<file path="src/rtl/cache_tag_ctrl.sv">
// N-way set-associative tag controller: registered lookup, true-LRU victim,
// write-back dirty tracking, miss sequencing and a dirty-line flush walker.
module cache_tag_ctrl #(
    parameter  int WAYS   = 4,
    parameter  int SETS   = 16,
    parameter  int ADDR_W = 32,
    parameter  int OFF_W  = 6,
    localparam int SET_W  = $clog2(SETS),
    localparam int WAY_W  = $clog2(WAYS),
    localparam int TAG_W  = ADDR_W - SET_W - OFF_W
) (
    input  logic              clk,
    input  logic              rst,
    input  logic              req_valid,
    output logic              req_ready,
    input  logic [ADDR_W-1:0] req_addr,
    input  logic              req_vwrite,
    output logic              resp_valid,
    output logic              resp_hit,
    output logic [WAY_W-1:0]  resp_way,
    output logic [SET_W-1:0]  resp_set,
    output logic              wb_req,
    output logic [ADDR_W-1:0] wb_addr,
    input  logic              wb_done,
    output logic              refill_req,
    output logic [ADDR_W-1:0] refill_addr,
    input  logic              refill_done,
    input  logic              flush,
    input  logic              invalidate,
    output logic              busy,
    output logic              flush_done
);

    localparam int LINE_W = ADDR_W - OFF_W;
    localparam int PTR_W  = SET_W + WAY_W;

    localparam logic [2:0] S_IDLE       = 3'd0;
    localparam logic [2:0] S_LOOKUP     = 3'd1;
    localparam logic [2:0] S_MISS_WB    = 3'd2;
    localparam logic [2:0] S_MISS_FILL  = 3'd3;
    localparam logic [2:0] S_FLUSH_SCAN = 3'd4;
    localparam logic [2:0] S_FLUSH_WB   = 3'd5;

    typedef logic [WAYS-1:0][WAY_W-1:0] rank_row_t;

    logic [2:0]                           state_q, state_d;
    logic [LINE_W-1:0]                    line_q, line_d;
    logic                                 vwrite_q, vwrite_d;
    logic [WAY_W-1:0]                     victim_q, victim_d;
    logic [PTR_W-1:0]                     ptr_q, ptr_d;
    logic [SETS-1:0][WAYS-1:0][TAG_W-1:0] tag_q, tag_d;
    logic [SETS-1:0][WAYS-1:0]            valid_q, valid_d;
    logic [SETS-1:0][WAYS-1:0]            dirty_q, dirty_d;
    rank_row_t [SETS-1:0]                 rank_q, rank_d;

    logic [SET_W-1:0] lk_set;
    logic [TAG_W-1:0] lk_tag;
    logic [SET_W-1:0] fl_set;
    logic [WAY_W-1:0] fl_way;
    logic             fl_last;
    logic             fl_dirty;
    logic             hit;
    logic [WAY_W-1:0] hit_way;
    logic             inv_any;
    logic [WAY_W-1:0] inv_way;
    logic [WAY_W-1:0] lru_way;
    logic [WAY_W-1:0] victim_sel;
    logic             unused_off;

    assign unused_off = ^req_addr[OFF_W-1:0];

    assign lk_set   = line_q[SET_W-1:0];
    assign lk_tag   = line_q[LINE_W-1:SET_W];
    assign fl_set   = ptr_q[PTR_W-1:WAY_W];
    assign fl_way   = ptr_q[WAY_W-1:0];
    assign fl_last  = &ptr_q;
    assign fl_dirty = valid_q[fl_set][fl_way] & dirty_q[fl_set][fl_way];

    // Touched way becomes rank 0; only ways more recent than it age by one.
    function automatic rank_row_t lru_touch(input rank_row_t row,
                                            input logic [WAY_W-1:0] w);
        rank_row_t r;
        r = row;
        for (int i = 0; i < WAYS; i++) begin
            if (row[i] < row[w]) r[i] = row[i] + 1'b1;
        end
        r[w] = '0;
        return r;
    endfunction

    always_comb begin
        hit     = 1'b0;
        hit_way = '0;
        inv_any = 1'b0;
        inv_way = '0;
        lru_way = '0;
        for (int w = WAYS - 1; w >= 0; w--) begin
            if (valid_q[lk_set][w] && tag_q[lk_set][w] == lk_tag) begin
                hit     = 1'b1;
                hit_way = WAY_W'(w);
            end
            if (!valid_q[lk_set][w]) begin
                inv_any = 1'b1;
                inv_way = WAY_W'(w);
            end
            if (rank_q[lk_set][w] == WAY_W'(WAYS - 1)) lru_way = WAY_W'(w);
        end
    end

    assign victim_sel = inv_any ? inv_way : lru_way;

    assign busy      = state_q != S_IDLE;
    assign req_ready = (state_q == S_IDLE) & ~flush & ~invalidate;

    always_comb begin
        state_d     = state_q;
        line_d      = line_q;
        vwrite_d    = vwrite_q;
        victim_d    = victim_q;
        ptr_d       = ptr_q;
        tag_d       = tag_q;
        valid_d     = valid_q;
        dirty_d     = dirty_q;
        rank_d      = rank_q;
        resp_valid  = 1'b0;
        resp_hit    = 1'b0;
        resp_way    = '0;
        resp_set    = '0;
        wb_req      = 1'b0;
        wb_addr     = '0;
        refill_req  = 1'b0;
        refill_addr = '0;
        flush_done  = 1'b0;
        unique case (state_q)
            S_IDLE: begin
                if (invalidate) begin
                    valid_d = '0;
                    dirty_d = '0;
                end else if (flush) begin
                    ptr_d   = '0;
                    state_d = S_FLUSH_SCAN;
                end else if (req_valid && req_ready) begin
                    line_d   = req_addr[ADDR_W-1:OFF_W];
                    vwrite_d = req_vwrite;
                    state_d  = S_LOOKUP;
                end
            end
            S_LOOKUP: begin
                if (hit) begin
                    resp_valid               = 1'b1;
                    resp_hit                 = 1'b1;
                    resp_way                 = hit_way;
                    resp_set                 = lk_set;
                    rank_d[lk_set]           = lru_touch(rank_q[lk_set], hit_way);
                    dirty_d[lk_set][hit_way] = dirty_q[lk_set][hit_way] | vwrite_q;
                    state_d                  = S_IDLE;
                end else begin
                    victim_d = victim_sel;
                    if (valid_q[lk_set][victim_sel] && dirty_q[lk_set][victim_sel])
                        state_d = S_MISS_WB;
                    else
                        state_d = S_MISS_FILL;
                end
            end
            S_MISS_WB: begin
                wb_req  = 1'b1;
                wb_addr = {tag_q[lk_set][victim_q], lk_set, {OFF_W{1'b0}}};
                if (wb_done) begin
                    valid_d[lk_set][victim_q] = 1'b0;
                    dirty_d[lk_set][victim_q] = 1'b0;
                    state_d                   = S_MISS_FILL;
                end
            end
            S_MISS_FILL: begin
                refill_req  = 1'b1;
                refill_addr = {line_q, {OFF_W{1'b0}}};
                if (refill_done) begin
                    tag_d[lk_set][victim_q]   = lk_tag;
                    valid_d[lk_set][victim_q] = 1'b1;
                    dirty_d[lk_set][victim_q] = vwrite_q;
                    rank_d[lk_set]            = lru_touch(rank_q[lk_set], victim_q);
                    resp_valid                = 1'b1;
                    resp_way                  = victim_q;
                    resp_set                  = lk_set;
                    state_d                   = S_IDLE;
                end
            end
            S_FLUSH_SCAN: begin
                if (fl_dirty) begin
                    state_d = S_FLUSH_WB;
                end else if (fl_last) begin
                    flush_done = 1'b1;
                    state_d    = S_IDLE;
                end else begin
                    ptr_d = ptr_q + 1'b1;
                end
            end
            S_FLUSH_WB: begin
                wb_req  = 1'b1;
                wb_addr = {tag_q[fl_set][fl_way], fl_set, {OFF_W{1'b0}}};
                if (wb_done) begin
                    dirty_d[fl_set][fl_way] = 1'b0;
                    if (fl_last) begin
                        flush_done = 1'b1;
                        state_d    = S_IDLE;
                    end else begin
                        ptr_d   = ptr_q + 1'b1;
                        state_d = S_FLUSH_SCAN;
                    end
                end
            end
            default: state_d = S_IDLE;
        endcase
    end

    always_ff @(posedge clk) begin
        if (rst) begin
            state_q  <= S_IDLE;
            line_q   <= '0;
            vwrite_q <= 1'b0;
            victim_q <= '0;
            ptr_q    <= '0;
            tag_q    <= '0;
            valid_q  <= '0;
            dirty_q  <= '0;
            for (int s = 0; s < SETS; s++) begin
                for (int w = 0; w < WAYS; w++) begin
                    rank_q[s][w] <= WAY_W'(w);
                end
            end
        end else begin
            state_q  <= state_d;
            line_q   <= line_d;
            vwrite_q <= vwrite_d;
            victim_q <= victim_d;
            ptr_q    <= ptr_d;
            tag_q    <= tag_d;
            valid_q  <= valid_d;
            dirty_q  <= dirty_d;
            rank_q   <= rank_d;
        end
    end

endmodule

</file>
<file path="config.mk">
export PLATFORM = sky130hd
export DESIGN_NAME = cache_tag_ctrl
export DESIGN_NICKNAME = d
export VERILOG_FILES = /design/src/rtl/cache_tag_ctrl.sv
export SDC_FILE = /design/constraint.sdc
export NUM_CORES = 2
export LEC_CHECK = 0
export ABC_CLOCK_PERIOD_IN_PS = 16500
export CAP_MARGIN = 10
export CORE_MARGIN = 1
export CORE_UTILIZATION = 38
export CTS_CLUSTER_DIAMETER = 200
export DETAILED_ROUTE_END_ITERATION = 10
export PLACE_DENSITY = 0.61
export SETUP_SLACK_MARGIN = 0.2
export SLEW_MARGIN = 0
export SYNTH_ARGS = -nofsm -noshare
export SYNTH_HDL_FRONTEND = slang
export SYNTH_SLANG_ARGS = --single-unit
</file>
<file path="constraint.sdc">
create_clock -name clk -period 16.5 [get_ports clk]
set_input_delay 2.475 -clock clk [delete_from_list [all_inputs] [get_ports clk]]
set_output_delay 2.475 -clock clk [all_outputs]
set_load 0.02 [all_outputs]
</file>
==> run_results.csv <==
group,metric,value,unit
status,status,"complete, but fails checks",
status,violations,"capacitance limit",
worst_setup_path,cpPeakStageDelay,1.04,ns
route,drtIter0Drc,15440,
cts,path_clk_slew,0.06,ns
worst_setup_path,path_cells,"buf_4 -> buf_4 -> nand2b_1 -> o22ai_1 -> a221oi_1 -> nand2_1 -> o32ai_1 -> nand4b_1 -> nor4_4 -> nand4b_1 -> a21oi_4 -> buf_4 -> nor3_1 -> clkdlybuf4s50_1",
worst_setup_path,critPathRequiredTime,14.03,ns
synth,yosys_warnings,0,
cts,cts_buffers,187,
pwr,combinationalPowerShare,14.5,%
cts,post-cts-setup-buffers,0,
worst_setup_path,r2r_setup_slack,6.82,ns
synth,synth_seq_cells,1702,
cts,insertion_delay,0.90,ns
synth,syn-mean-instance-area,8.602,sq um
global_routing,grt_antenna_before_repair,42,
floorplan,die_h,498.6,um
synth,ys_seq_area_share,36.36,%
timing,slew_headroom,0.9314,%
route,drcViolationCount,0,
timing,rsz0062_at_grt,"false",
worst_setup_path,end_kind,"output port",
worst_setup_path,timing.rr.end,"rank_q[4]",
finish,drive_above_1_share,16.42,%
floorplan,pin_count,117,
pwr,vdd_drop_max,118.4,uV
timing,hold_viol_final,0,
job,maxCapViolCount,1,
route,drt-wirelength-per-cell,32.04,um
global_routing,grt_overflow,0,
worst_setup_path,cp-start-kind,"register",
worst_hold_path,hold_end,"tag_q[601]",
placement,routabilityCongestion,1.044,
timing,fmax,90.38,MHz
pwr,p_leak,31.31,nW
finish,final_util,42.35,%
route,viasPerCell,6.603,
timing,finalHoldWorstSlack,0.4657,ns
cts,cts_tree,"yes",
worst_setup_path,cp_slowest_cell,"nand2b_1",
worst_setup_path,r2r_start,"line_q[0]",
synth,synthesis.area,0.09370,sq mm
timing,setup-violations-final,0,
timing,setup_tns,0,ns
cts,cts_buffer_depth,3,
synth,synth_edf_count,0,
route,drt_wl_total,440.2,mm
route,ant_nets,0,
pwr,swShare,30.54,%
floorplan,initial_core_util,38.38,%
global_routing,grt_pass1_vias,83250,
worst_setup_path,path_max_fanout,45,
synth,synth_cell_types,89,
floorplan,die_w,498.6,um
floorplan,num_rows,181,
pwr,p_switching,3.088,mW
timing,period_needed,11.06,ns
worst_hold_path,holdCritPathClass,"register to register",
worst_setup_path,path_class,"register to output port",
timing,fin_crit_sh,67.06,%
pwr,p_per_area,97.79,mW/mm^2
finish,nFillCells,23500,
worst_setup_path,crit_arrival,8.59,ns
route,num_vias,90710,
global_routing,grt_max_degree,220,
cts,cts_sinks,1702,
cts,htree_num_levels,4,
finish,syn2layout_area_growth,10.35,%
synth,synth_flop_cell,"dfxtp_1",
placement,hpwl,275.4,mm
floorplan,core_area,0.2441,sq mm
timing,clock_skew,0.08332,ns
finish,nets,10420,
synth,syn_inst,10890,
floorplan,floorplan.die_area,0.2486,sq mm
worst_setup_path,ff2ff_path_depth,19,
pwr,p_seq_share,41.7,%
cts,cts_resized,0,
pwr,p_int,7.023,mW
worst_hold_path,hold-path-cell-count,2,
route,drt-pass1-iter-count,9,
placement,portBuffers,98,
cts,cts_root_buf,"clkbuf_16",
worst_setup_path,crit_top_cell,"buf_4",
cts,postCtsHoldBufs,0,
synth,async_reset_ff_share,0,%
timing,worst_pin_slew,1.470,ns
global_routing,grt_usage,34.02,%
pwr,clockPowerShare,43.8,%
worst_hold_path,worstHoldStart,"tag_q[601]",
global_routing,grt_pass1_wl,613.5,mm
timing,slew_violations,0,
metrics by stage:
step | cells | worst slack, ns | area [sq um] | power (mW)
finish | 13740 | 5.436 | 103400 | 10.11
global route | 13720 | 5.449 | 103400 | 10.29
CTS | 13720 | 5.862 | 103400 | 10.03
detailed placement | 13380 | 6.794 | 96950 | 5.673
global placement | 13380 | 6.893 | 96950 | 5.664
floorplan | 10900 | 9.991 | 93740 | 5.122
worst max path at each step:
stage              start          end  slack, ns  cells after the start
3_5_place_dp   line_q[0]  resp_set[3]       6.79                     14
4_1_cts        line_q[0]  resp_set[3]       5.86                     14
6_report       line_q[0]  resp_set[3]       5.44                     14
3_3_place_gp   line_q[0]  resp_set[3]       6.89                     14
2_1_floorplan  line_q[3]  resp_set[3]       9.99                     17
5_1_grt        line_q[0]  resp_set[3]       5.45                     14
cells in the mapped netlist (81+ instances only):
| cell type | instances | share of area [%] |
|---|---|---|
| nand2_1 | 3287 | 13 |
| dfxtp_1 | 1702 | 36 |
| a21oi_1 | 1662 | 8.9 |
| clkbuf_1 | 864 | 3.5 |
| mux4_2 | 835 | 20 |
| o21ai_0 | 406 | 2.2 |
| nor2_1 | 387 | 1.6 |
| mux2i_1 | 305 | 3.3 |
| nor3_1 | 137 | 0.73 |
| buf_1 | 97 | 0.39 |
| nand3_1 | 87 | 0.46 |
| mux2_2 | 81 | 0.97 |
critical path: cells and delay by family, from the launching register on:
family | cells | cell delay, ns
simple gates | 6 | 2.87
buf+inv | 4 | 2.50
compound gates | 4 | 1.33
flops | 1 | 0.89
power by group through the flow:
stage	clock network, mW	logic [mW]	registers (mW)
detailed placement	0	1.37	4.30
floorplan	0	0.906	4.22
global route	4.61	1.47	4.21
finish	4.43	1.46	4.22
global placement	0	1.36	4.30
CTS	4.44	1.37	4.21
flip-flops by register name, summed over array words and instances, names as in the netlist:
name,count
tag_q,1408
dirty_q,64
valid_q,64
line_q,26
victim_q,2
ptr_q,6
state_q,3
rank_q,128
vwrite_q,1
layer usage:
layer  share of wire, %  vias to the layer above  global-route usage, %
met5               0.12                        -                0.05788
met4                8.5                       46                  24.44
met3                 15                     1775                  12.99
met2                 40                     7312                  47.37
met1                 36                    44150                  42.76
li1                   -                    37430                      -
final cells by class:
cell class / count / area [sq um] / share of cell area (%)
diodes: 19 / 47.55 / 0.04598
clock buffers: 257 / 5345 / 5.169
clock inverters: 87 / 1059 / 1.024
inverters: 33 / 133.9 / 0.1295
multi-input cells: 8055 / 55430 / 53.60
flip-flops and latches: 1702 / 34180 / 33.06
well taps: 3202 / 4006 / 3.875
repair buffers: 383 / 3201 / 3.095
kinds of logic after synthesis:
group / Yosys count / synth area share [%]
buffers and inverters: 1147 / 5.160
adders and majority gates: 16 / 0.2137
muxes: 1224 / 24.38
and+or+nand+nor: 4135 / 17.70
xor gates and xnor gates: 90 / 0.8412
DFF: 1702 / 36.36
other: 1 / 0.004002
AOI/OAI and AO/OA: 2578 / 15.34
cells in the final DEF, fill, tap and decap left out, types with 44 or more instances in the layout:
cell type and n:
a22oi_1 73, nor2_1 381, dfxtp_1 1670, mux2i_1 305, a211oi_1 48, xnor2_1 68, o21ai_0 405, nand3b_1 54
clkinv_2 46, nor3_1 72, nor3_2 65, o211ai_1 65, nand2_1 3239, clkbuf_16 189, mux4_2 835, a31oi_1 44
buf_4 279, clkdlybuf4s50_1 97, mux2_2 81, a21oi_1 1661, nand3_1 87, nand2_2 47
Note: power is estimated with default switching activity, not from simulation.
